--- config.mk ---
export PLATFORM = sky130hd
export DESIGN_NAME = hls_run_controller
export DESIGN_NICKNAME = d
export VERILOG_FILES = /design/src/rtl/hls_run_controller.sv
export SDC_FILE = /design/constraint.sdc
export NUM_CORES = 1
export LEC_CHECK = 0
export ABC_AREA = 0
export CORE_MARGIN = 4
export CORE_UTILIZATION = 55
export CTS_CLUSTER_SIZE = 10
export DETAILED_ROUTE_END_ITERATION = 8
export PLACE_DENSITY = 0.79
export SLEW_MARGIN = 20
export SYNTH_ARGS = -nofsm -noshare
export SYNTH_HDL_FRONTEND = slang
export SYNTH_SLANG_ARGS = --single-unit
export TNS_END_PERCENT = 50
--- constraint.sdc ---
create_clock -name clock -period 3.4 [get_ports clock]
set_clock_uncertainty 0.05 [all_clocks]
set_input_delay 0.51 -clock clock [delete_from_list [all_inputs] [get_ports clock]]
set_output_delay 0.51 -clock clock [all_outputs]
set_load 0.01 [all_outputs]
--- src/rtl/hls_run_controller.sv ---
// Run sequencer for a Bambu HLS core: resets and starts the core, measures start-to-done
// latency per run and streams one registered result per run over valid/ready.
module hls_run_controller #(
    parameter int unsigned N_RUNS   = 1,
    parameter int unsigned CYC_W    = 32,
    parameter int unsigned TIMEOUT  = 200000000,
    parameter int unsigned RST_HOLD = 2
) (
    input  logic             clock,
    input  logic             reset,
    input  logic             go,
    output logic             core_reset,
    output logic             core_start_port,
    input  logic             core_done_port,
    output logic             busy,
    output logic             res_valid,
    input  logic             res_ready,
    output logic [CYC_W-1:0] res_cycles,
    output logic [1:0]       res_status,
    output logic [15:0]      res_index,
    output logic             campaign_done,
    output logic             campaign_err
);
    localparam logic [CYC_W-1:0] TimeoutC  = CYC_W'(TIMEOUT);
    localparam logic [CYC_W-1:0] HoldLastC = CYC_W'(RST_HOLD - 1);
    localparam logic [15:0]      LastRunC  = 16'(N_RUNS - 1);
    localparam logic [1:0]       StatusOk  = 2'b01;
    localparam logic [1:0]       StatusTmo = 2'b10;

    typedef enum logic [2:0] {StIdle, StRst, StStart, StWait, StReport, StDone} state_e;

    state_e           r_state, w_next;
    logic [CYC_W-1:0] r_cnt, w_cnt_d, w_cnt_inc, w_cnt_sat;
    logic [CYC_W-1:0] r_cycles, w_cycles_d;
    logic [1:0]       r_status, w_status_d;
    logic [15:0]      r_index, w_index_d;
    logic             r_err, w_err_d;
    logic             r_core_reset, r_start, r_busy, r_valid, r_cdone;
    logic             w_timeout, w_hs, w_last;

    // The counter doubles as the reset-hold timer in RST and the latency counter in WAIT.
    assign w_cnt_inc = r_cnt + CYC_W'(1);
    assign w_timeout = (w_cnt_inc >= TimeoutC);
    assign w_cnt_sat = w_timeout ? TimeoutC : w_cnt_inc;
    assign w_hs      = r_valid & res_ready;
    assign w_last    = (r_status == StatusTmo) || (r_index == LastRunC);

    always_ff @(posedge clock or negedge reset) begin
        if (!reset) begin
            r_state      <= StIdle;
            r_cnt        <= '0;
            r_cycles     <= '0;
            r_status     <= 2'b00;
            r_index      <= '0;
            r_err        <= 1'b0;
            r_core_reset <= 1'b0;
            r_start      <= 1'b0;
            r_busy       <= 1'b0;
            r_valid      <= 1'b0;
            r_cdone      <= 1'b0;
        end else begin
            r_state      <= w_next;
            r_cnt        <= w_cnt_d;
            r_cycles     <= w_cycles_d;
            r_status     <= w_status_d;
            r_index      <= w_index_d;
            r_err        <= w_err_d;
            // Flags are registered from the next state so they line up with r_state.
            r_core_reset <= (w_next != StRst);
            r_start      <= (w_next == StStart);
            r_busy       <= (w_next != StIdle);
            r_valid      <= (w_next == StReport);
            r_cdone      <= (w_next == StDone);
        end
    end

    always_comb begin
        w_next = r_state;
        unique case (r_state)
            StIdle:   if (go) w_next = StRst;
            StRst:    if (r_cnt == HoldLastC) w_next = StStart;
            StStart:  w_next = core_done_port ? StReport : StWait;
            StWait:   if (core_done_port || w_timeout) w_next = StReport;
            StReport: if (w_hs) w_next = w_last ? StDone : StRst;
            StDone:   w_next = StIdle;
            default:  w_next = StIdle;
        endcase
    end

    always_comb begin
        w_cnt_d    = r_cnt;
        w_cycles_d = r_cycles;
        w_status_d = r_status;
        w_index_d  = r_index;
        w_err_d    = r_err;
        case (r_state)
            StIdle: begin
                if (go) begin
                    w_cnt_d   = '0;
                    w_index_d = '0;
                    w_err_d   = 1'b0;
                end
            end
            StRst: w_cnt_d = (r_cnt == HoldLastC) ? CYC_W'(1) : w_cnt_inc;
            StStart: begin
                if (core_done_port) begin
                    w_cycles_d = CYC_W'(1);
                    w_status_d = StatusOk;
                end
            end
            StWait: begin
                w_cnt_d = w_cnt_sat;
                // Done takes priority over a timeout in the same cycle.
                if (core_done_port) begin
                    w_cycles_d = w_cnt_sat;
                    w_status_d = StatusOk;
                end else if (w_timeout) begin
                    w_cycles_d = TimeoutC;
                    w_status_d = StatusTmo;
                    w_err_d    = 1'b1;
                end
            end
            StReport: begin
                if (w_hs && !w_last) begin
                    w_cnt_d   = '0;
                    w_index_d = r_index + 16'd1;
                end
            end
            default: ;
        endcase
    end

    assign core_reset      = r_core_reset;
    assign core_start_port = r_start;
    assign busy            = r_busy;
    assign res_valid       = r_valid;
    assign res_cycles      = r_cycles;
    assign res_status      = r_status;
    assign res_index       = r_index;
    assign campaign_done   = r_cdone;
    assign campaign_err    = r_err;

endmodule

==> results.md, run 1 <==
* Area after DPL at between 5000 and 6000 um^2
* Max Clk Rate at a little over 300 MHz
* Avg WL per Cell at 18.75 um
* Syn Nets at 544
* Final HPWL DP at between 10 and 15 mm
* Sequential share of the synthesized area at 45.60%
* DRC at 0
* Die span in y at 103.3 um
* Port Buffers at 60
* Status: completed
* Post-synth top flop: dfrtp_1
* Initial antenna violation count at 0
* Crit-path max FO at 12
* Initial drt markers at 416
* Layout cells sized above 1 at about 14%
* Flops & latches, synth at 91
* Clock-pin slew on the worst setup and hold paths at 0.10 ns
* Synth Area in Compound Gates at approximately 18%
* Final Cell Area at 6188 um^2
* Hold-fix buffers, CTS at 0
* Vias at ~4600
* Routability cong. at a little under 1
* Synthesis warning total at 0
* Worst slew margin at between 40% and 50%
* # IOs at 61
* Setup violators final at 0
* Synthesis-to-finish area growth at 23.93%
* Gate Count Post-Synth at ~540
* CTS tree: built
* R2R depth at 12
* Adder-cell share of the synthesized area at ~1.0%
* Worst VDD drop at roughly 0.3 mV
* Wirelength, routed at around 14 mm
* First-pass GRT wire length at about 23 mm
* Tmin final at 3.211 ns
* Core Box Area at roughly 9000 um^2
* Mapped Area at between 4000 and 5000 um^2
* Post-synth EDFFs at 0
* Post-synth cell types at 63
* Max_cap viols at 0
* CTS max path bufs at 2
* DIE AREA at about 11000 um^2
* Nets at between 600 and 700
* Post-synth ARST share at 100.0%
* Unrepaired setup endpoints after global routing: no
* Vias in the first global route at roughly 4600
* ANT cells at 0
* Launching point of the worst reg2reg path: r_cnt[1]
* CP Class: flop to flop
* Max-slew violation count at 0
* Final Hold Vio Count at 0
* Pre-antenna DRT Iters at 5
* CP startpoint kind: flop
* Syn_area_per_cell at about 9.3 um^2
* Synth Area in XOR/XNOR at under 10%
* Gr usage total at between 20% and 30%
* Synth Area in Simple Gates at 25.58%
* Critical Path Start: r_cnt[1]
* Gr ovfl total at 0
* Crit path arrival time at 3.45 ns
* Util after Layout at about 71%
* Post-DRT Antenna Nets at 0
* Starting density of the core at between 50% and 60%
* Worst Setup End Kind: flop
* Multiplexer area fraction after synthesis at less than 1%
* Worst skew pair latency at around 0.36 ns
* Fin crit share at between 90% and 100%
* Cts bufs inserted at 9
* Worst Setup EP: res_valid
* FP Rows at 34
* Slew @ Worst Pin at 0.8531 ns
* P_leak at 2.728 nW
* Largest family of logic cells by synthesized area: simple AND/OR/NAND/NOR gates
* Via-per-instance ratio at around 6.2
* RR Endpoint: res_valid
* Largest net degree at the start of global routing at 68
* Worst path required time at approximately 3.6 ns
* Chip width at 103.3 um
* PwrDens at 467.1 nW/um^2
* Reg2reg setup slack at 0.19 ns
* CTS root buf: clkbuf_8
* CTS Sinks at 91
* H-Tree Depth at 3
* Worst Hold Class: primary input to async pin
[synth_stat cells, drive strengths merged (2+ instances only)]
library cell / instances / area share [%]
dfrtp: 91 / 46
nor2: 63 / 4.7
nand2: 62 / 4.7
nand3: 26 / 2.8
nor4: 22 / 3.4
o21ai: 22 / 2.2
a21oi: 17 / 1.9
inv: 17 / 1.3
buf: 16 / 2.1
nand4: 16 / 2.4
o2bb2ai: 16 / 3.1
xor2: 16 / 2.8
clkbuf: 15 / 1.2
o22ai: 14 / 1.8
xnor2: 14 / 2.5
and2: 13 / 1.6
nor3: 10 / 1.1
o211ai: 10 / 1.6
a221o: 9 / 1.8
and3: 9 / 1.1
or3: 5 / 0.63
and4: 4 / 0.70
ha: 4 / 1.0
o31ai: 4 / 1.2
or4: 4 / 0.60
a21o: 3 / 0.45
nor2b: 3 / 0.38
o31a: 3 / 0.53
or2: 3 / 0.38
nor4b: 2 / 0.35
o211a: 2 / 0.40
o311a: 2 / 0.40
o311ai: 2 / 0.35
[timing repair]
action,in CTS,in global routing
setup endpoints to repair,10,68
cloned,0,0
pin swaps,1,0
buffers inserted,1,0
gates resized for setup,0,7
[routing by layer]
layer / vias up / GRT usage, % / routed length [um]
met1: 2236 / 37.21 / 6076
met3: 26 / 4.829 / 934
met4: 0 / 9.462 / 259
li1: 2118 / - / -
met2: 180 / 44.70 / 6474
met5: - / 0 / 0
[critical path: stages, from the launching register on]
cell and delay [ns]:
dfrtp_1 0.40, ha_1 0.25, nand4_2 0.14, buf_4 0.19, nor4_1 0.31, xor2_1 0.32
nand3_1 0.12, o311ai_1 0.41, buf_4 0.20, nand4_1 0.16, a21oi_2 0.27, buf_12 0.16
o311a_1 0.15
[state kept, by name (all words and copies together), names as in the netlist]
signal	flops
r_cnt	32
res_cycles	32
res_index	16
r_state	3
res_status	2
busy	1
campaign_done	1
campaign_err	1
core_reset	1
core_start_port	1
res_valid	1
[through the flow]
stage          hold slack, ns  TNS (ns)  std cells  power, W  setup WS (ns)
5_1_grt                0.2647         0        733  0.003037       0.002375
3_3_place_gp           0.4212         0        717  0.002089         0.1025
2_1_floorplan          0.1644         0        535  0.001823         0.2991
6_report               0.1945         0        733  0.002891         0.1885
4_1_cts                0.2309         0        733  0.002870        0.07181
3_5_place_dp           0.4224  -0.03362        717  0.002123       -0.01958
[where the power goes]
group	switching, W	leakage, nW	total, W	internal [W]
Clock	0.000379	0.103	0.000758	0.000380
Sequential	0.000156	1.19	0.00135	0.00119
Combinational	0.000449	1.44	0.000782	0.000333
Total	0.000983	2.73	0.00289	0.00191
[cells by family after synthesis]
| kind of cell | after synthesis |
|---|---|
| buf+inv | 48 |
| mux | 1 |
| compound gates | 115 |
| fa+ha+maj | 4 |
| flops | 91 |
| simple gates | 246 |
| xor+xnor | 30 |
[how the worst min path moves through the flow]
stage | startpoint | to | slack [ns] | depth (start not counted)
floorplan | reset | busy | 0.16 | 0
global placement | res_cycles[31] | res_cycles[31] | 0.42 | 1
detailed placement | res_cycles[2] | res_cycles[2] | 0.42 | 1
CTS | reset | res_index[13] | 0.23 | 1
global route | reset | res_index[13] | 0.26 | 1
finish | reset | res_index[15] | 0.19 | 1
[cell usage in the layout, fill, tap and decap left out, types with 4 or more instances in the layout]
master	instances
a21oi_1	15
a221o_1	9
and2_1	13
and3_1	9
and4_1	4
buf_4	44
clkbuf_8	11
clkdlybuf4s50_1	59
dfrtp_1	91
ha_1	4
inv_1	17
nand2_1	62
nand3_1	24
nand4_1	14
nor2_1	63
nor3_1	9
nor4_1	19
o211ai_1	9
o21ai_0	19
o22ai_1	14
o2bb2ai_1	14
or3_1	5
xnor2_1	14
xor2_1	16
[final cells by class]
| class | count | area [um^2] |
|---|---|---|
| well taps | 108 | 135.1 |
| repair buffers | 106 | 980.9 |
| flip-flops and latches | 91 | 2277 |
| multi-input cells | 396 | 2529 |
| clock inverters | 3 | 47.55 |
| clock buffers | 12 | 155.1 |
| fillers | 702 | 2575 |
| inverters | 17 | 63.81 |
(Power assumes the default switching activity.)
==> run 2: changes to the inputs <==
==> constraint.sdc (replaced) <==
create_clock -name clock -period 3.4 [get_ports clock]
set_clock_uncertainty 0.05 [all_clocks]
set_input_delay 0.68 -clock clock [delete_from_list [all_inputs] [get_ports clock]]
set_output_delay 0.68 -clock clock [all_outputs]
set_load 0.01 [all_outputs]
==> results.md, run 2 (synthesis gave the netlist of run 1 again) <==
* Status: completed (unchanged)
* Initial antenna violation count at 0 (unchanged)
* Die span in y at 103.3 um (unchanged)
* Wirelength, routed at 13.45 mm (was 13.75 mm)
* Max_cap viols at 0 (unchanged)
* Cell chain of the critical path: ha_1 -> nand4_2 -> or4_1 -> nor4_1 -> nor2b_1 -> o211ai_2 -> o31ai_4 -> nor2_1 -> o21ai_0 (was ha_1 -> nand4_2 -> buf_4 -> nor4_1 -> xor2_1 -> nand3_1 -> o311ai_1 -> buf_4 -> nand4_1 -> a21oi_2 -> buf_12 -> o311a_1)
* Final Hold Vio Count at 0 (unchanged)
* DIE AREA at 10670 um^2 (unchanged)
* Unrepaired setup endpoints after global routing: yes (was no)
* Crit path arrival time at 3.47 ns (was 3.45 ns)
* Critical Path Start: r_cnt[1] (unchanged)
* H-Tree Depth at 3 (unchanged)
* Slowest cell on crit path: or4_1 (was o311ai_1)
* Max-slew violation count at 0 (unchanged)
* CTS max path bufs at 2 (unchanged)
* Reg2reg setup slack at 0.12 ns (was 0.19 ns)
* Final Non-Filler Cells at 733 (unchanged)
* # IOs at 61 (unchanged)
* Layout cells sized above 1 at 13.44% (was 13.60%)
* Gr usage total at 26.82% (was 27.47%)
* Worst path depth at 9 (was 12)
* Largest net degree at the start of global routing at 54 (was 68)
* Setup violators final at 0 (unchanged)
* Final Cell Area at 6167 um^2 (was 6188 um^2)
* Max Clk Rate at 305.0 MHz (was 311.4 MHz)
* Worst Hold Class: primary input to async pin (unchanged)
* Chip width at 103.3 um (unchanged)
* PwrDens at 469.3 nW/um^2 (was 467.1 nW/um^2)
* CP startpoint kind: flop (unchanged)
* Area after DPL at 5926 um^2 (was 5933 um^2)
* CTS tree: built (unchanged)
* Initial drt markers at 356 (was 416)
* Vias in the first global route at 4550 (was 4609)
* Post-DRT Antenna Nets at 0 (unchanged)
* Starting density of the core at 56.98% (unchanged)
* Vias at 4507 (was 4560)
* Worst slew margin at 57.35% (was 43.12%)
* Slew @ Worst Pin at 0.6373 ns (was 0.8531 ns)
* Gr ovfl total at 0 (unchanged)
* Critical Path Max Stage Delay at 0.53 ns (was 0.41 ns)
* CP Class: flop to flop (unchanged)
* Worst VDD drop at 0.2137 mV (was 0.2986 mV)
* Tmin final at 3.279 ns (was 3.211 ns)
* Synthesis-to-finish area growth at 23.50% (was 23.93%)
* Routability cong. at 0.9965 (was 0.9608)
* DRC at 0 (unchanged)
* P_leak at 2.706 nW (was 2.728 nW)
* Clock-pin slew on the worst setup and hold paths at 0.10 ns (about the same)
* CTS root buf: clkbuf_8 (unchanged)
* Crit-path max FO at 6 (was 12)
* Worst path required time at 3.59 ns (was 3.64 ns)
* R2R depth at 9 (was 12)
* Core Box Area at 8763 um^2 (unchanged)
* Worst Setup End Kind: flop (unchanged)
* RR Endpoint: r_cnt[20] (was res_valid)
* FP Rows at 34 (unchanged)
* Cts bufs inserted at 9 (unchanged)
* Worst Setup EP: r_cnt[20] (was res_valid)
* Worst skew pair latency at 0.38 ns (was 0.36 ns)
* Commonest non-fill, non-tap cell in the layout: dfrtp_1 (unchanged)
* Pre-antenna DRT Iters at 5 (unchanged)
* Util after Layout at 70.37% (was 70.62%)
* Nets at 629 (was 630)
* Final HPWL DP at 9.805 mm (was 10.00 mm)
* Placed Cells at 716 (was 717)
* Port Buffers at 60 (unchanged)
* Launching point of the worst reg2reg path: r_cnt[1] (unchanged)
* Commonest cells after routing, fill and taps aside: dfrtp_1 (91), nor2_1 (63), nand2_1 (62) (unchanged)
* Worst Path Buf+Inv at 0 (was 3)
* First-pass GRT wire length at 22.38 mm (was 22.87 mm)
* CP top delay family: simple AND/OR/NAND/NOR gates (was compound AO/OA/AOI/OAI gates)
* Avg WL per Cell at 18.35 um (was 18.75 um)
* ANT cells at 0 (unchanged)
* Fin crit share at 96.43% (was 94.46%)
* Via-per-instance ratio at 6.149 (was 6.221)
* CTS Sinks at 91 (unchanged)
[run 2: stage by stage]
| step | setup TNS [ns] | setup WS [ns] | hold WS, ns | total power, W |
|---|---|---|---|---|
| 2_1_floorplan | 0 | 0.2991 | 0.3344 | 0.001823 |
| 3_3_place_gp | 0 | 0.08881 | 0.4203 | 0.002088 |
| 3_5_place_dp | 0 | 0.002825 | 0.4231 | 0.002114 |
| 4_1_cts | 0 | 0.1594 | 0.2996 | 0.002884 |
| 5_1_grt | -0.09989 | -0.03780 | 0.3160 | 0.003047 |
| 6_report | 0 | 0.1213 | 0.2711 | 0.002894 |
[run 2: worst min-delay path by stage]
stage / slack [ns] / from / end
after floorplan: 0.33 / reset / busy
after global routing: 0.32 / reset / res_index[13]
after global placement: 0.42 / res_cycles[29] / res_cycles[29]
final: 0.27 / reset / res_index[15]
after detailed placement: 0.42 / res_cycles[8] / res_cycles[8]
after CTS: 0.30 / reset / res_index[15]
[run 2: timing repair]
action / CTS / global route
buffers inserted: 1 / 0
hold buffers: 0 / 0
setup endpoints to repair: 18 / 9
hold endpoints to repair: 0 / 0
pin swaps: 1 / 0
resized for setup: 0 / 2
gates cloned: 0 / 0
[run 2: worst register-to-register path, stage by stage (launching register included)]
cell,delay (ns)
dfrtp_1,0.41
ha_1,0.25
nand4_2,0.12
or4_1,0.53
nor4_1,0.49
nor2b_1,0.15
o211ai_2,0.42
o31ai_4,0.16
nor2_1,0.42
o21ai_0,0.16
[run 2: area by class of cell]
class                      instances  area, um^2
timing repair buffer             105       973.4
clock inverter                     5       60.06
sequential                        91        2277
multi-input combinational        396        2506
tap                              108       135.1
fill                             697        2596
clock buffer                      11       151.4
inverter                          17       63.81
[run 2: power breakdown]
group	internal (W)	switching, W	leakage (nW)
Sequential	0.00120	0.000155	1.19
Combinational	0.000328	0.000440	1.41
Clock	0.000382	0.000394	0.106
[run 2: routing by layer]
metal / up-vias / share of wire (%) / GRT usage (%)
li1: 2121 / - / -
met1: 2192 / 45 / 36.06
met2: 166 / 48 / 43.36
met3: 28 / 5.8 / 5.433
met4: 0 / 1.7 / 9.363
met5: - / 0 / 0
==> variant, RTL diff (flow settings as in run 2) <==
Make the reset (`reset`) synchronous in one clocked block.
--- a/src/rtl/hls_run_controller.sv
+++ b/src/rtl/hls_run_controller.sv
@@ -47,3 +47,3 @@
 
-    always_ff @(posedge clock or negedge reset) begin
+    always_ff @(posedge clock) begin
         if (!reset) begin
Check against the original RTL: differs if reset is asserted again (counterexample within 4 cycles, from zero or initial values and one cycle with reset low); with reset held inactive, the same outputs for 10 cycles.
==> variant against run 2 <==
- via count is 0.53% higher
- wire length fell by 3.1%
- critical endpoint is now r_cnt[4]$_SDFFE_PN0P_
- critical path type unchanged
- die area fell by 4.4%
- worst setup slack worse by 0.016 ns
- synthesized area down 4.8%
- first-iteration DRC count down 28%
- design area is 3.0% lower
- fmax decreased by 0.48%
- sequential cell count unchanged
Power is not compared: it rests on default switching activity, and its combinational part moved more than twofold at a synthesized area within 25%.
==> variant: results (changes against run 2) <==
- Outcome: finished clean
- Vias in the first global route: 4201 (-7.7%)
- DR iter-0 viols: 258 (-28%)
- Arr. time, crit path: 3.51 ns (+0.04 ns)
- Highest routed layer: met4
- Synth Instances: 551 (+3.0%)
- Largest net degree at the start of global routing: 35 (-35%)
- GRT Overall Usage: 25.62% (-1.2 points)
- Static Leak: 2.245 nW
- DP HPWL: 9318 um (-5.0%)
- Register Area: 0.001822 sq mm (-20%)
- CTS buffer count: 9 (unchanged)
- Share of post-route cells with drive strength above 1: 15.89% (+2.4 points)
- Post-synthesis cell type count: 70 (+11%)
- First-pass GRT wire length: 20940 um (-6.4%)
- Clock root cell: clkbuf_8
- CP Max Fanout: 28 (+22)
- Hold path startpoint: res_cycles[3]$_SDFFE_PN0P_
- Initial antenna violation count: 0 (unchanged)
- CTS Buffer Depth: 2 (unchanged)
- CP startpoint: r_cnt[1]$_SDFFE_PN0P_
- Top delay family on crit path: simple AND/OR/NAND/NOR gates
- Worst-skew pair later-pin latency: 0.37 ns
- Leading post-synthesis cells by cell area: dfxtp_1 38%, xnor2_1 4.1%, a21oi_1 3.9%, nand2_1 3.7%, xor2_1 3.3%
- CP max-delay cell: nor4bb_1
- Mapped Nets: 560 (+2.9%)
- Routed WL per cell: 17.44 um (-4.9%)
- WL met1: 5854 um (-2.5%)
- Seq/Total Area, Yosys: 38.32% (-7.3 points)
- Top cells by count, synth: 91 x dfxtp_1, 47 x nand2_1, 37 x a21oi_1, 33 x nor2_1, 29 x o21ai_0
- Clock slew at reported path FFs: 0.10 ns (about the same)
- Worst Hold Class: flop to flop
- PortBufs: 60 (unchanged)
- Relative slew slack: 29.21% (-28 points)
- Final nets: 646 (+2.7%)
- Clock Power Share: 41.0%
- Crit path largest cell delay: 0.46 ns (-0.07 ns)
- N_diodes: 0 (unchanged)
- DRT Pass-1 Iters: 5 (unchanged)
- DP Area: 0.005731 sq mm (-3.3%)
- Post-synth ARST share: 0% (-100 points)
- Vias per cell: 6.066 (-1.4%)
- Pre-CTS setup slack: -0.09631 ns (-0.09913 ns)
- Routed wire length on met2: 6204 um (-3.6%)
- Layout fillers: 673 (-3.4%)
- Routed wl met3: 735 um (-5.6%)
- Final std cells w/o fill: 747 (+1.9%)
- H-tree levels: 3 (unchanged)
- Gpl congestion: 1.033 (+3.7%)
- Dpl cells: 731 (+2.1%)
- Setup bufs post-CTS: 0 (-1)
- Syn. warnings: 0 (unchanged)
==> variant: cell count changes after synthesis, moves of 10 or more <==
cell / run 2 / this run
nor2_1: 63 / 33
dfrtp_1: 91 / 0
dfxtp_1: 0 / 91
o21ai_0: 19 / 29
a21o_1: 3 / 14
a21oi_1: 15 / 37
clkbuf_1: 14 / 25
a22oi_1: 0 / 18
o22ai_1: 14 / 2
nand2_1: 62 / 47
==> variant: worst paths after layout <==
path / end / slack (ns) / depth (start not counted)
max: r_cnt[4]$_SDFFE_PN0P_ / 0.11 / 13
min: res_cycles[3]$_SDFFE_PN0P_ / 0.42 / 1
max reg2reg: r_cnt[4]$_SDFFE_PN0P_ / 0.11 / 13
min reg2reg: res_cycles[3]$_SDFFE_PN0P_ / 0.42 / 1
==> variant: what timing repair did <==
item / CTS / global route
pin swaps: 0 / 0
resized for setup: 1 / 3
setup endpoints to repair: 19 / 37
==> variant: routing by layer <==
| metal | up-vias | global-route usage, % |
|---|---|---|
| li1 | 2187 | - |
| met1 | 2168 | 34.45 |
| met2 | 151 | 42.23 |
| met3 | 25 | 4.360 |
| met4 | 0 | 7.566 |
| met5 | - | 0 |
==> variant: kinds of logic (layout without fill, tap and decap cells) <==
logic type,Yosys count,after routing,synth area share [%]
DFF,91,91,38.32
and+or+nand+nor,209,209,24.45
AOI/OAI and AO/OA,149,149,22.97
adders and majority gates,4,4,1.053
muxes,3,3,0.6579
buffers and inverters,55,146,5.184
xor gates and xnor gates,40,40,7.368
==> variant: cell type report <==
| class | instances | area share [%] |
|---|---|---|
| Tap cell | 105 | 2.197 |
| Multi-Input combinational cell | 405 | 45.22 |
| Clock buffer | 10 | 2.302 |
| Clock inverter | 6 | 1.569 |
| Timing Repair Buffer | 114 | 17.24 |
| Inverter | 16 | 1.004 |
| Sequential cell | 91 | 30.47 |
